File: src/rtl/alu_cmd_issuer.sv
// Issues host commands to a registered 4-bit ALU and checks each result against an expected value.
// Results are buffered in order in a response FIFO; cmd_ready reserves a FIFO slot for every command in flight.
module alu_cmd_issuer #(
    parameter int RSP_DEPTH = 4
) (
    input  logic       clk,
    input  logic       reset_n,
    input  logic       cmd_valid,
    output logic       cmd_ready,
    input  logic [1:0] cmd_op,
    input  logic [3:0] cmd_a,
    input  logic [3:0] cmd_b,
    output logic [1:0] alu_opcode,
    output logic [3:0] alu_a,
    output logic [3:0] alu_b,
    input  logic [4:0] alu_c,
    output logic       rsp_valid,
    input  logic       rsp_ready,
    output logic [4:0] rsp_data,
    output logic [1:0] rsp_op,
    output logic       rsp_err,
    output logic       err_sticky,
    input  logic       err_clr,
    output logic       busy
);
    localparam int PW = (RSP_DEPTH > 1) ? $clog2(RSP_DEPTH) : 1;
    localparam int CW = PW + 1;

    logic [1:0]    op_q, op_d;
    logic [3:0]    a_q, a_d;
    logic [3:0]    b_q, b_d;
    logic          s1_q, s1_d;
    logic          s2_q, s2_d;
    logic [1:0]    op2_q, op2_d;
    logic [4:0]    exp2_q, exp2_d;
    logic [PW-1:0] wr_ptr_q, wr_ptr_d;
    logic [PW-1:0] rd_ptr_q, rd_ptr_d;
    logic [CW-1:0] count_q, count_d;
    logic          err_q, err_d;

    logic [4:0]    mem_data [RSP_DEPTH];
    logic [1:0]    mem_op   [RSP_DEPTH];
    logic          mem_err  [RSP_DEPTH];

    logic          accept;
    logic          push;
    logic          pop;
    logic          mismatch;
    logic [4:0]    exp_s1;
    logic [CW:0]   occupancy;

    // Slots already promised = buffered entries plus both pipeline stages.
    assign occupancy = {1'b0, count_q} + (CW + 1)'(s1_q) + (CW + 1)'(s2_q);
    assign cmd_ready = occupancy < (CW + 1)'(RSP_DEPTH);
    assign accept    = cmd_valid && cmd_ready;
    assign push      = s2_q;
    assign pop       = rsp_valid && rsp_ready;
    assign mismatch  = alu_c != exp2_q;

    // Expected result derived from the operands currently driving the ALU.
    always_comb begin
        exp_s1 = '0;
        case (op_q)
            2'b00:   exp_s1 = {a_q[3], a_q} + {b_q[3], b_q};
            2'b01:   exp_s1 = {a_q[3], a_q} - {b_q[3], b_q};
            2'b10:   exp_s1 = ~{a_q[3], a_q};
            default: exp_s1 = {4'b0000, |b_q};
        endcase
    end

    always_comb begin
        op_d     = op_q;
        a_d      = a_q;
        b_d      = b_q;
        if (accept) begin
            op_d = cmd_op;
            a_d  = cmd_a;
            b_d  = cmd_b;
        end
        s1_d     = accept;
        s2_d     = s1_q;
        op2_d    = op2_q;
        exp2_d   = exp2_q;
        if (s1_q) begin
            op2_d  = op_q;
            exp2_d = exp_s1;
        end
        wr_ptr_d = wr_ptr_q + PW'(push);
        rd_ptr_d = rd_ptr_q + PW'(pop);
        count_d  = count_q + CW'(push) - CW'(pop);
        // A mismatch landing in the same cycle as a clear must win.
        err_d    = err_q;
        if (err_clr) begin
            err_d = 1'b0;
        end
        if (push && mismatch) begin
            err_d = 1'b1;
        end
    end

    always_ff @(posedge clk or negedge reset_n) begin
        if (!reset_n) begin
            op_q     <= '0;
            a_q      <= '0;
            b_q      <= '0;
            s1_q     <= 1'b0;
            s2_q     <= 1'b0;
            op2_q    <= '0;
            exp2_q   <= '0;
            wr_ptr_q <= '0;
            rd_ptr_q <= '0;
            count_q  <= '0;
            err_q    <= 1'b0;
        end else begin
            op_q     <= op_d;
            a_q      <= a_d;
            b_q      <= b_d;
            s1_q     <= s1_d;
            s2_q     <= s2_d;
            op2_q    <= op2_d;
            exp2_q   <= exp2_d;
            wr_ptr_q <= wr_ptr_d;
            rd_ptr_q <= rd_ptr_d;
            count_q  <= count_d;
            err_q    <= err_d;
        end
    end

    // Storage needs no reset: entries are only visible while count_q covers them.
    always_ff @(posedge clk) begin
        if (push) begin
            mem_data[wr_ptr_q] <= alu_c;
            mem_op[wr_ptr_q]   <= op2_q;
            mem_err[wr_ptr_q]  <= mismatch;
        end
    end

    assign alu_opcode = op_q;
    assign alu_a      = a_q;
    assign alu_b      = b_q;
    assign rsp_valid  = count_q != '0;
    assign rsp_data   = rsp_valid ? mem_data[rd_ptr_q] : 5'b00000;
    assign rsp_op     = rsp_valid ? mem_op[rd_ptr_q]   : 2'b00;
    assign rsp_err    = rsp_valid && mem_err[rd_ptr_q];
    assign err_sticky = err_q;
    assign busy       = s1_q || s2_q || rsp_valid;

endmodule

File: config.mk
export PLATFORM = sky130hd
export DESIGN_NAME = alu_cmd_issuer
export DESIGN_NICKNAME = d
export VERILOG_FILES = /design/src/rtl/alu_cmd_issuer.sv
export SDC_FILE = /design/constraint.sdc
export NUM_CORES = 1
export LEC_CHECK = 0
export CAP_MARGIN = 25
export CORE_MARGIN = 4
export CORE_UTILIZATION = 53
export CTS_CLUSTER_DIAMETER = 80
export CTS_CLUSTER_SIZE = 30
export DETAILED_ROUTE_END_ITERATION = 6
export PLACE_DENSITY = 0.84
export SYNTH_ARGS = -nofsm -noshare
export SYNTH_HDL_FRONTEND = slang
export SYNTH_SLANG_ARGS = --single-unit
File: constraint.sdc
create_clock -name clk -period 3 [get_ports clk]
set_clock_uncertainty 0.15 [all_clocks]
set_input_delay 0.3 -clock clk [delete_from_list [all_inputs] [get_ports clk]]
set_output_delay 0.3 -clock clk [all_outputs]
set_load 0.005 [all_outputs]
==> impl_metrics.py <==
metrics = {
    "run_status": {
        "status": "complete, no violations",
    },
    "cts": {
        "cts-buffers-inserted": 9,
        "cts_root_buffer": "clkbuf_8",
        "clock_sink_count": 59,
        "cts_setup_buffers": 0,
        "path_clk_slew_ns": 0.06,
        "htreeDepth": 3,
        "clk_path_buf_depth": 2,
        "cts_tree": "done",
        "clk_latency_ns": 0.33,
        "ctsHoldBuffers": 0,
        "post_cts_resized": 0,
    },
    "setup_path": {
        "required_ns": 2.55,
        "path_delay_family": "flip-flops",
        "startpoint": "rd_ptr_q[0]$_DFF_PN0_",
        "crit_fanout": 9,
        "crit_chain": "mux4_2 -> nor2b_1 -> clkdlybuf4s50_1",
        "critical_path_class": "register to output pin",
        "cp_slowest_stage_delay_ns": 0.67,
        "start_kind": "register",
        "r2r_start": "alu_opcode[0]$_DFFE_PN0P_",
        "crit_arrival_ns": 2.14,
        "cpMaxStageDelayCell": "dfrtp_1",
        "crit_buf_inv": 1,
        "end_kind": "output pin",
    },
    "yosys": {
        "synth_compound_area_share_pct": 4.418,
        "synth_ff_type": "edfxtp_1",
        "synth_edf_count": 32,
        "yosys.area_share.xor_xnor_pct": 4.510,
        "synth_top_family_by_area": "multiplexers",
        "synth.distinct_cells": 34,
        "synth_warnings": 0,
        "synth_fa_ha_area_share_pct": 6.535,
        "synthSimpleGateAreaFrac_pct": 6.995,
        "syn-cell-area_um2": 2719,
        "async_reset_ff_share_pct": 45.76,
        "synth.net_count": 216,
        "seq_area_frac_synth_pct": 60.19,
        "syn_inst": 183,
        "synth_mux_area_share_pct": 13.94,
        "ys_seq_elements": 59,
        "avgSynthCellArea_um2": 14.86,
    },
    "pwr": {
        "swShare_pct": 32.27,
        "power_density_nw_per_um2": 1129,
        "p_leak_nw": 1.369,
        "p_switching_mw": 1.234,
        "p_int_mw": 2.591,
        "clock_power_share_pct": 18.0,
        "power_frac_seq_pct": 37.8,
        "combPwrFrac_pct": 44.2,
        "vdd_drop_max_mv": 0.6674,
    },
    "worst_hold_path": {
        "hold_path_class": "primary input to asynchronous set/reset pin",
    },
    "finish": {
        "num_antenna_cells": 0,
        "final_cell_mix": "clkdlybuf4s50_1 (41), edfxtp_1 (32), dfrtp_1 (27)",
        "final_common_cell": "clkdlybuf4s50_1",
        "nFillCells": 321,
        "drive_above_1_share_pct": 16.46,
        "area_growth_pct": 24.57,
        "fin_nets": 265,
        "final_area_um2": 3387,
    },
    "routing": {
        "viasPerCell": 5.125,
        "wl_mm": 4.433,
        "vias": 1558,
        "firstDrtPassIters": 4,
        "drcViolationCount": 0,
        "drtIter0Drc": 59,
        "ant_nets": 0,
        "post_drt_wl_per_cell_um": 14.58,
    },
    "sta": {
        "setup_viol": 0,
        "finalHoldViolCount": 0,
        "maxSlewHeadroom_pct": 50.70,
        "worstMarginPinSlew_ns": 0.7368,
        "drv_slew": 0,
        "fin_crit_sh_pct": 86.38,
        "grt_setup_unrepaired": "false",
        "tns_ns": 0,
        "max_freq_mhz": 385.9,
        "timing.hold.ws_ns": 0.2048,
        "min_period_ns": 2.591,
    },
    "floorplanning": {
        "initial_core_util_pct": 56.08,
        "ios": 42,
        "coreArea_um2": 4848,
        "num_rows": 25,
        "die_w_um": 79.63,
        "die_h_um": 79.63,
        "die_area_um2": 6340,
    },
    "global_route": {
        "antenna_found_initial": 0,
        "grt_max_degree": 28,
        "grt_overflow": 0,
        "grt_first_pass_wirelength_mm": 7.693,
        "grt_pass1_vias": 1625,
        "grt_usage_pct": 16.50,
    },
    "placed_design": {
        "io_buffers": 41,
        "placed_cell_area_um2": 3199,
        "dp.final_hpwl_mm": 3.136,
        "gp_congestion": 0.7361,
    },
    "run": {
        "maxCapViolations": 0,
    },
}
[final cells by class]
type                    instances  area, µm²  share of cell area (%)
flip-flops and latches         59       1637                   48.32
multi-input cells             104      989.7                   29.22
repair buffers                 45      440.4                   13.00
clock buffers                  12      145.1                   4.285
well taps                      67      83.83                   2.475
inverters                      13      48.80                   1.441
clock inverters                 4      42.54                   1.256
[worst register-to-register path, cell delays in order (launching register included)]
cell and delay (ns):
dfrtp_1 0.53, nor2b_1 0.30, mux2i_1 0.36, ha_1 0.30, a21o_1 0.18, a21oi_1 0.17
xor2_1 0.08, o311ai_0 0.26
[cell usage after synthesis, types with 3 or more instances]
| cell type | count | area, µm² |
|---|---|---|
| a21o_1 | 3 | 22.52 |
| a21oi_1 | 6 | 30.03 |
| clkbuf_1 | 3 | 11.26 |
| dfrtp_1 | 27 | 675.7 |
| edfxtp_1 | 32 | 960.9 |
| ha_1 | 11 | 137.6 |
| inv_1 | 13 | 48.80 |
| mux2_2 | 3 | 33.78 |
| mux2_4 | 9 | 135.1 |
| mux2i_1 | 3 | 30.03 |
| mux4_2 | 8 | 180.2 |
| nand2_1 | 3 | 11.26 |
| nor2_1 | 10 | 37.54 |
| nor2b_1 | 10 | 62.56 |
| nor3_1 | 4 | 20.02 |
| o21ai_0 | 3 | 15.01 |
| xnor2_1 | 7 | 61.31 |
| xor2_1 | 7 | 61.31 |
[flip-flops by register name, summed over array words and instances (netlist names), 3 cells and up]
register / flops
alu_b: 4
mem_data: 20
count_q: 3
mem_op: 8
exp2_q: 5
mem_err: 4
alu_a: 4
[routing by layer]
layer,GRT usage (%),wire [µm]
met5,0,0
met4,6.701,76
met3,6.433,266
met2,25.96,2121
met1,20.38,1969
[metrics by stage]
step           setup WS, ns  power, mW  instances  util, %
2_1_floorplan        0.7439      2.573        183        -
3_3_place_gp         0.6260      3.114        288    65.99
3_5_place_dp         0.5831      3.172        288    65.99
4_1_cts              0.3605      3.880        304    69.86
5_1_grt              0.2490      4.144        304    69.86
6_report             0.4086      3.825        304    69.86
[final timing paths]
| check | endpoint | slack [ns] | cells after the start |
|---|---|---|---|
| setup / recovery | rsp_op[1] | 0.41 | 3 |
| hold / removal | alu_a[3]$_DFFE_PN0P_ | 0.20 | 2 |
| setup reg to reg | exp2_q[3]$_DFFE_PN0P_ | 0.57 | 7 |
| hold reg to reg | mem_op[0][1]$_DFFE_PP_ | 0.36 | 0 |
| max in group asynchronous | exp2_q[4]$_DFFE_PN0P_ | 2.24 | 2 |
| min in group clk | mem_op[0][1]$_DFFE_PP_ | 0.36 | 0 |
[logic make-up after synthesis]
group                      after synthesis
xor gates and xnor gates                14
DFF                                     59
buffers and inverters                   20
and+or+nand+nor                         36
adders and majority gates               13
AOI/OAI and AO/OA                       18
muxes                                   23
[power groups by stage]
stage,Clock (mW),Combinational [mW],Sequential (mW)
after detailed placement,0,1.70,1.47
final,0.688,1.69,1.45
after floorplan,0,1.25,1.32
after CTS,0.704,1.72,1.45
after global routing,0.743,1.90,1.50
after global placement,0,1.66,1.46
Power figures use the tool's default switching activity.
